===== src/rtl/fetch_ctrl_pkg.sv =====
// Shared CPU definitions used by the fetch sequencer: FSM states, instruction
// size, the NOP encoding and a word-alignment helper.
package fetch_ctrl_pkg;

    typedef enum logic [0:0] {
        FC_REQ   = 1'b0,
        FC_VALID = 1'b1
    } fc_state_e;

    localparam int unsigned INSTR_BYTES = 4;
    localparam logic [31:0] NOP_INSTR   = 32'h0000_0013;

    function automatic logic [31:0] word_align(input logic [31:0] addr);
        return {addr[31:2], 2'b00};
    endfunction

endpackage


===== src/rtl/fetch_ctrl.sv =====
// Instruction-fetch sequencer: drives the PC write port, the imem handshake and a
// one-entry IF/ID buffer. Optional counters are enabled with FETCH_CTRL_PERF_EN.
module fetch_ctrl
    import fetch_ctrl_pkg::*;
#(
    parameter logic [31:0] RESET_PC = 32'h0000_0000
) (
    input  logic        clk,
    input  logic        rst,
    input  logic [31:0] PC_out,
    output logic [31:0] PC_next,
    output logic        PCWrite,
    input  logic        stall,
    input  logic        redirect_valid,
    input  logic [31:0] redirect_pc,
    output logic        imem_req,
    output logic [31:0] imem_addr,
    input  logic        imem_ack,
    input  logic [31:0] imem_rdata,
    output logic        if_valid,
    output logic [31:0] if_instr,
`ifdef FETCH_CTRL_PERF_EN
    output logic [31:0] perf_fetch_cnt,
    output logic [31:0] perf_stall_cnt,
`endif
    output logic [31:0] if_pc
);

    fc_state_e   state_q, state_d;
    logic        pend_valid_q, pend_valid_d;
    logic [31:0] pend_pc_q, pend_pc_d;
    logic        if_valid_q, if_valid_d;
    logic [31:0] if_instr_q, if_instr_d;
    logic [31:0] if_pc_q, if_pc_d;
    logic        buf_load;
    logic        stall_hit;

    always_comb begin
        state_d      = state_q;
        pend_valid_d = pend_valid_q;
        pend_pc_d    = pend_pc_q;
        if_valid_d   = if_valid_q;
        if_instr_d   = if_instr_q;
        if_pc_d      = if_pc_q;
        PC_next      = PC_out;
        PCWrite      = 1'b0;
        imem_req     = 1'b0;
        imem_addr    = PC_out;
        buf_load     = 1'b0;
        stall_hit    = 1'b0;

        unique case (state_q)
            FC_REQ: begin
                imem_req = 1'b1;
                if (imem_ack) begin
                    PCWrite = 1'b1;
                    if (redirect_valid || pend_valid_q) begin
                        // Data belongs to the wrong path; refetch at the target.
                        PC_next      = redirect_valid ? word_align(redirect_pc) : pend_pc_q;
                        pend_valid_d = 1'b0;
                    end else begin
                        PC_next    = PC_out + 32'(INSTR_BYTES);
                        if_valid_d = 1'b1;
                        if_instr_d = imem_rdata;
                        if_pc_d    = PC_out;
                        buf_load   = 1'b1;
                        state_d    = FC_VALID;
                    end
                end else if (redirect_valid) begin
                    pend_valid_d = 1'b1;
                    pend_pc_d    = word_align(redirect_pc);
                end
            end
            FC_VALID: begin
                if (redirect_valid) begin
                    PCWrite    = 1'b1;
                    PC_next    = word_align(redirect_pc);
                    if_valid_d = 1'b0;
                    if_instr_d = NOP_INSTR;
                    state_d    = FC_REQ;
                end else if (stall) begin
                    stall_hit = 1'b1;
                end else begin
                    if_valid_d = 1'b0;
                    state_d    = FC_REQ;
                end
            end
            default: state_d = FC_REQ;
        endcase

        if (rst) begin
            PCWrite  = 1'b0;
            PC_next  = PC_out;
            imem_req = 1'b0;
        end
    end

    always_ff @(posedge clk) begin
        if (rst) begin
            state_q      <= FC_REQ;
            pend_valid_q <= 1'b0;
            pend_pc_q    <= '0;
            if_valid_q   <= 1'b0;
            if_instr_q   <= '0;
            if_pc_q      <= RESET_PC;
        end else begin
            state_q      <= state_d;
            pend_valid_q <= pend_valid_d;
            pend_pc_q    <= pend_pc_d;
            if_valid_q   <= if_valid_d;
            if_instr_q   <= if_instr_d;
            if_pc_q      <= if_pc_d;
        end
    end

    assign if_valid = if_valid_q;
    assign if_instr = if_instr_q;
    assign if_pc    = if_pc_q;

`ifdef FETCH_CTRL_PERF_EN
    logic [31:0] fetch_cnt_q, stall_cnt_q;

    always_ff @(posedge clk) begin
        if (rst) begin
            fetch_cnt_q <= '0;
            stall_cnt_q <= '0;
        end else begin
            if (buf_load)  fetch_cnt_q <= fetch_cnt_q + 32'd1;
            if (stall_hit) stall_cnt_q <= stall_cnt_q + 32'd1;
        end
    end

    assign perf_fetch_cnt = fetch_cnt_q;
    assign perf_stall_cnt = stall_cnt_q;
`else
    logic unused_perf;
    assign unused_perf = buf_load ^ stall_hit;
`endif

endmodule

===== config.mk =====
export PLATFORM = sky130hd
export DESIGN_NAME = fetch_ctrl
export DESIGN_NICKNAME = d
export VERILOG_FILES = /design/src/rtl/fetch_ctrl_pkg.sv /design/src/rtl/fetch_ctrl.sv
export SDC_FILE = /design/constraint.sdc
export NUM_CORES = 1
export LEC_CHECK = 0
export BUFFER_PORTS_ARGS = -buffer_cell sky130_fd_sc_hd__buf_4
export CORE_MARGIN = 2
export CORE_UTILIZATION = 37
export DETAILED_ROUTE_END_ITERATION = 10
export PLACE_DENSITY = 0.67
export SKIP_LAST_GASP = 1
export SLEW_MARGIN = 20
export SYNTH_ARGS = -nofsm -noshare
export SYNTH_HDL_FRONTEND = slang
export SYNTH_SLANG_ARGS = --single-unit

===== constraint.sdc =====
create_clock -name clk -period 2.98 [get_ports clk]
set_clock_uncertainty 0.15 [all_clocks]
set_input_delay 0.894 -clock clk [delete_from_list [all_inputs] [get_ports clk]]
set_output_delay 0.894 -clock clk [all_outputs]
set_load 0.02 [all_outputs]

### Word level (Yosys, flattened, before mapping)

Index checks and enable logic that the tools add are counted.

* register bits after elaboration: 99
* input bits: 101
* logic and storage cells: 51

* $add $sub $neg: 1
* eq/ne operators: 5
* muxes and demuxes: 29
* bitwise logic cells: 3
* reduce and logical (&&, ||, !) cells: 7

Operators by type and width (number)
* $mux 32: 8
* $pmux 32 s2: 2
* $add 32x3->32 const B: 1
* $mux 1: 16
* $reduce_and 3->1: 4
* $ne 2x2->1 const B: 3
* $pmux 1 s2: 3
* $ne 3x3->1 const B: 1
* $not 1->1: 3
* $ne 2x1->1 const B: 1
* $reduce_and 2->1: 1
* $reduce_bool 2->1: 1
* $logic_or 1x1->1: 1

### Depth between registers and ports, before layout

Gate-level depths: netlist of run 1.

* word-level depth: 5
* depth in mapped cells: 7
* depth with buffers taken out: 6

### Worst setup path before layout of run 1

OpenSTA, ideal clock, no wires.

* kind: input -> output
* start point: input port PC_out[6]
* end point: output port PC_next[31]
* arrival time: 2408 ps
* setup slack: -472 ps
* stages on the path: 7
* path through: buf_2 -> and3_1 -> buf_4 -> nand3_1 -> or4_4 -> a21oi_2 -> a2bb2oi_1

* word-level cells in the longest chain between the ends: 5

Ends and longest elaborated chain
* from (decl): line fetch_ctrl.sv:10 `input logic [31:0] PC_out,`
* $add 32x3->32: line fetch_ctrl.sv:62 `PC_next = PC_out + 32'(INSTR_BYTES);`
* $mux 32: line fetch_ctrl.sv:57 `if (redirect_valid || pend_valid_q) begin`
* $mux 32: line fetch_ctrl.sv:55 `if (imem_ack) begin`
* $pmux 32 s2: line fetch_ctrl.sv:52 `unique case (state_q)`
* $mux 32: line fetch_ctrl.sv:91 `if (rst) begin`
* to (decl): line fetch_ctrl.sv:11 `output logic [31:0] PC_next,`

Every way passes these cells.

### Worst setup path in the final report of run 1

* start point: input port PC_out[3]
* end point: output port PC_next[31]

Same word-level chain as after synthesis.

==> results_dict.tcl, run 1 <==
set metrics [dict create \
    layout_common_cells "341 x buf_4, 181 x nand2_1, 111 x a21oi_1" \
    violations "negative setup slack" \
    io_buffers 229 \
    cts_hold_buf 0 \
    die_area_sq_um 16100 \
    required_ps 1940 \
    leakage_uw 0.00421 \
    die_h_microns 127 \
    postLayoutSetupSlackWorst_ps -428 \
    fin_cells 1297 \
    synthesis.area_sq_um 5590 \
    dp_hpwl_microns 16900 \
    ys_seq_elements 99 \
    fp.dieW_microns 127 \
    ir_drop_mv 0.278 \
    ff2ff_path_depth 8 \
    whs_path_depth 2 \
    worstMarginPinSlew_ps 470 \
    crit_fanout 4 \
    synth_edf_count 0 \
    cts_buffer_depth 2 \
    syn-num-nets 886 \
    ys.flop_type "dfxtp_1" \
    ys_types 66 \
    cts_tree "done" \
    rsz0062_at_grt "yes" \
    drive_gt1_frac 0.485 \
    grt_max_degree 43 \
    wl_microns 23500 \
    cts.reportedPaths.clkPinSlew_ps 80 \
    first_iter_violations 571 \
    critPathCaptureType "primary output" \
    timing.final.crit_period_ps 3410 \
    critPathMaxStageDelay_ps 490 \
    grt_usage 0.276 \
    dp.cells 1256 \
    wire_per_inst_microns 18.1 \
    fillerInstances 1229 \
    maxCapViolations 0 \
    timing.fmax_ghz 0.293 \
    r2r-start "pend_valid_q" \
    globalRouteOverflowTotal 0 \
    final_common_cell "buf_4" \
    area_growth_pct 73.4 \
    cts.sinks 99 \
    path_cells "buf_8 -> buf_6 -> and4_4 -> nand3_4 -> or4_4 -> a21oi_4 -> a2bb2oi_4 -> buf_6" \
    pwr_density_cell_nw_per_um2 399 \
    grt_pass1_vias 6575 \
    io_pins 232 \
    grt_pass1_wl_microns 35300 \
    slew_violations 0 \
    rows 44 \
    drtPass1Iterations 5 \
    yosysSeqAreaShare 0.354 \
    yosysWarnings 0 \
    diodes 0 \
    vias 7142 \
    cpMaxStageDelayCell "or4_4" \
    syn_inst 784 \
    antenna_found_initial 0 \
    crit_type "input pin to primary output" \
    htreeDepth 3 \
    fin_crit_sh 1.14 \
    cts_root_buf "clkbuf_16" \
    hold_viol 0 \
    routed_via_density 5.51 \
    core_sq_um 14600 \
    synth.avg_cell_area_sq_um 7.13 \
    drc 0 \
    fin_nets 1210 \
    relSlewSlack 0.687 \
    worstSetupStartpoint "PC_out[3]" \
    cts_made_buffers 9 \
    hp-start "if_instr[26]" \
    gp_congestion 0.914 \
    async_flop_share 0 \
    setup_viol 32 \
    initial_utilization 0.382 \
    clk_latency_ps 360 \
    start_kind "input pin" \
    outcome "complete, but fails checks" \
    cp_common_cell "buf_6" \
    ant_nets 0 \
    arrival_ps 2360 \
    finalPower_uw 3870 \
    hold_class "flip-flop to flip-flop" \
]
per-layer routing:
layer  GRT usage  vias up  wire length (microns)
met5           0        -                      0
met4       0.103        0                    769
met3      0.0443       54                   1880
met2       0.451      356                  10900
met1       0.369     3346                   9940
li1            -     3386                      -
power breakdown:
| part | internal, uW | total [uW] | switching (uW) |
|---|---|---|---|
| clock network | 606 | 1230 | 626 |
| registers | 1390 | 1420 | 37.1 |
| logic | 574 | 1220 | 644 |
| total | 2570 | 3870 | 1310 |
Yosys cell counts (5+ instances only):
cell,instances,area (sq um)
o2bb2ai_1,5,43.8
a22o_1,11,96.3
a21oi_1,119,596
nor4_1,7,43.8
buf_4,33,248
nor2_1,32,120
clkbuf_1,37,139
mux2i_1,9,90.1
and3_1,10,62.6
a221oi_1,7,61.3
inv_1,11,41.3
nand2_1,187,702
nand4_1,8,50.1
a22oi_1,9,67.6
o21ai_0,28,140
dfxtp_1,99,1980
nor3_1,17,85.1
nand3_1,50,250
buf_2,21,105
kinds of logic (layout without fill, tap and decap cells):
| group | Yosys count | count (layout) | synth area share |
|---|---|---|---|
| muxes | 10 | 10 | 0.0181 |
| adders and majority gates | 1 | 1 | 0.00224 |
| buffers and inverters | 108 | 437 | 0.0998 |
| DFF | 99 | 99 | 0.354 |
| and+or+nand+nor | 338 | 338 | 0.274 |
| AOI/OAI and AO/OA | 226 | 226 | 0.248 |
| xor gates and xnor gates | 2 | 2 | 0.00313 |
registers in the layout, summed over array words and instances (netlist names):
name / count
if_valid: 1
pend_pc_q: 32
if_pc: 32
state_q: 1
pend_valid_q: 1
if_instr: 32
per-stage QoR:
| step | setup WS (ps) | instance area [sq um] | setup TNS [ps] | utilization | hold WS [ps] |
|---|---|---|---|---|---|
| after global routing | -464 | 9700 | -9490 | 0.662 | 321 |
| after floorplan | -241 | 5920 | -2110 | - | 282 |
| after detailed placement | -533 | 8490 | -11930 | 0.580 | 294 |
| after CTS | -459 | 9400 | -7840 | 0.642 | 306 |
| after global placement | -528 | 8490 | -11540 | 0.580 | 288 |
| final | -428 | 9700 | -7850 | 0.662 | 303 |
final cells by class:
class / instances / area, sq um / area share
Multi-Input combinational cell: 577 / 3720 / 0.384
Timing Repair Buffer: 409 / 3400 / 0.351
Sequential cell: 99 / 1980 / 0.205
Tap cell: 184 / 230 / 0.0237
Clock buffer: 9 / 225 / 0.0232
Clock inverter: 7 / 83.8 / 0.00864
Inverter: 12 / 51.3 / 0.00529
repair_timing:
item	CTS	global route
gates cloned	1	0
pin swaps	59	37
setup buffers	16	11
resized for setup	120	49
endpoints found under the setup margin	32	32
worst max-delay path: cells and delay by family:
family	cells	cell delay, ps
compound gates	2	360
simple gates	3	810
buf+inv	3	310
final timing paths:
kind	slack, ps	end
max	-430	PC_next[31]
min reg2reg	300	if_instr[26]
max reg2reg	840	if_instr[21]
min	300	if_instr[26]
No activity file was read; power rests on OpenSTA's default activity.
==> run 2: changes to the inputs <==
--- a/config.mk
+++ b/config.mk
@@ -8,6 +8,7 @@
 export BUFFER_PORTS_ARGS = -buffer_cell sky130_fd_sc_hd__buf_4
 export CORE_MARGIN = 2
 export CORE_UTILIZATION = 37
+export CTS_BUF_LIST = sky130_fd_sc_hd__clkbuf_8
 export DETAILED_ROUTE_END_ITERATION = 10
 export PLACE_DENSITY = 0.67
 export SKIP_LAST_GASP = 1
==> run 2 against run 1 <==
Compared with the run above: the flow still finishes with violations (negative setup slack); setup slack worse by 63 ps; highest routed layer unchanged; cell count up 0.15%; die area unchanged; final area fell by 1.2%; largest power group unchanged; clock power is 24% lower; register-to-register slack improved by 60 ps; sequential cell count unchanged; routed wire length grew 0.83%; global-route usage increased by 0.44 points; via count rose by 0.11%; hold slack better by 4.9 ps.
==> results_dict.tcl, run 2 (synthesis gave the netlist of run 1 again) <==
set metrics [dict create \
    outcome "complete, but fails checks" \
    violations "negative setup slack" \
    clk_latency_ps 400 \
    grt_pass1_wl_microns 35800 \
    wire_per_inst_microns 18.2 \
    drive_gt1_frac 0.479 \
    timing.final.crit_period_ps 3470 \
    p_comb_frac 0.341 \
    rsz0062_at_grt "yes" \
    cts_tree "done" \
    worstMarginPinSlew_ps 484 \
    die_area_sq_um 16100 \
    dp_slack_ps -533 \
    dp_hpwl_microns 16900 \
    critPathCaptureType "primary output" \
    crit_fanout 4 \
    antenna_found_initial 0 \
    drtPass1Iterations 5 \
    fin_crit_sh 1.16 \
    grt_usage 0.281 \
    crit_type "input pin to primary output" \
    cts_made_buffers 9 \
    routed_via_density 5.50 \
    wl_microns 23700 \
    finalPower_uw 3580 \
    leakage_uw 0.00419 \
    postLayoutSetupSlackWorst_ps -490 \
    slew_violations 0 \
    dp.cells 1256 \
    p_sw_frac 0.356 \
    fp.dieW_microns 127 \
    core_sq_um 14600 \
    initial_utilization 0.382 \
    globalRouteOverflowTotal 0 \
    vias 7150 \
    hold_ws_ps 308 \
    fin_cells 1299 \
    power_frac_seq 0.397 \
    timing.fmax_ghz 0.288 \
    arrival_ps 2430 \
    gp_congestion 0.914 \
    area_growth_pct 71.3 \
    ant_nets 0 \
    grt_pass1_vias 6636 \
    pwr_density_cell_nw_per_um2 374 \
    grt_max_degree 43 \
    postLayoutCoreUtil 0.654 \
    drc 0 \
    htreeDepth 3 \
    clkPwrFrac 0.262 \
    hold_viol 0 \
    hold_class "flip-flop to flip-flop" \
    ir_drop_mv 0.253 \
    cts.sinks 99 \
    first_iter_violations 534 \
    switching_power_uw 1280 \
    diodes 0 \
    die_h_microns 127 \
    cts_root_buf "clkbuf_8" \
    r2r-end "if_instr[21]" \
    io_buffers 229 \
    required_ps 1940 \
    start_kind "input pin" \
    cts.reportedPaths.clkPinSlew_ps 110 \
    fin_nets 1212 \
    rows 44 \
    layout_common_cells "344 x buf_4, 183 x nand2_1, 110 x a21oi_1" \
    ff2ff_path_depth 8 \
    endpoint "PC_next[13]" \
    cts_buffer_depth 2 \
    relSlewSlack 0.678 \
    final_common_cell "buf_4" \
    worstSetupStartpoint "PC_out[11]" \
    ff2ff_setup_slack_ps 900 \
    io_pins 232 \
    maxCapViolations 0 \
    p_int_uw 2310 \
    setup_viol 32 \
    r2r-start "pend_valid_q" \
]
run 2: power by group through the flow:
stage	combinational, uW	sequential, uW	clock, uW
final	1220	1420	937
after global routing	1300	1430	1020
after CTS	1190	1420	958
after detailed placement	1080	1450	0
after global placement	1070	1450	0
after floorplan	511	1500	0
run 2: layer usage:
| layer | vias up | part of all wire | global-route usage |
|---|---|---|---|
| met4 | 0 | 0.037 | 0.123 |
| met2 | 337 | 0.47 | 0.449 |
| met5 | - | 0 | 0 |
| met1 | 3352 | 0.42 | 0.365 |
| met3 | 63 | 0.080 | 0.0603 |
| li1 | 3398 | - | - |
run 2: how the worst min path moves through the flow:
stage | start | endpoint | depth (start not counted)
after floorplan | pend_pc_q[2] | pend_pc_q[2] | 2
after global placement | if_instr[29] | if_instr[29] | 2
after detailed placement | if_instr[13] | if_instr[13] | 2
after CTS | if_instr[13] | if_instr[13] | 2
after global routing | pend_pc_q[16] | pend_pc_q[16] | 2
final | if_instr[27] | if_instr[27] | 2
run 2: critical path, stage by stage:
cell	delay [ps]
buf_6	100
nand4_1	160
buf_4	160
nor3_4	40
buf_6	140
buf_6	120
a221oi_2	210
nor3b_1	80
or3_4	380
buf_6	140
run 2: layout make-up:
cell class              count  area, sq um
multi-input cells         577         3670
flip-flops and latches     99         1990
fillers                  1236         5060
clock buffers               9          124
clock inverters             7         83.8
well taps                 184          230
inverters                  12         48.8
repair buffers            411         3430
run 2: repair_timing:
action / CTS / global route
gates cloned: 2 / 0
setup buffers: 24 / 6
endpoints found under the hold margin: 0 / 0
endpoints found under the setup margin: 32 / 33
pin swaps: 63 / 25
resized for setup: 135 / 31
hold buffers: 0 / 0
run 2: per-stage QoR:
stage                     area [sq um]  TNS [ps]
after floorplan                   5920     -2110
after global placement            8490    -11540
after detailed placement          8490    -11930
after CTS                         9460     -7980
after global routing              9580    -10130
final                             9580     -8510
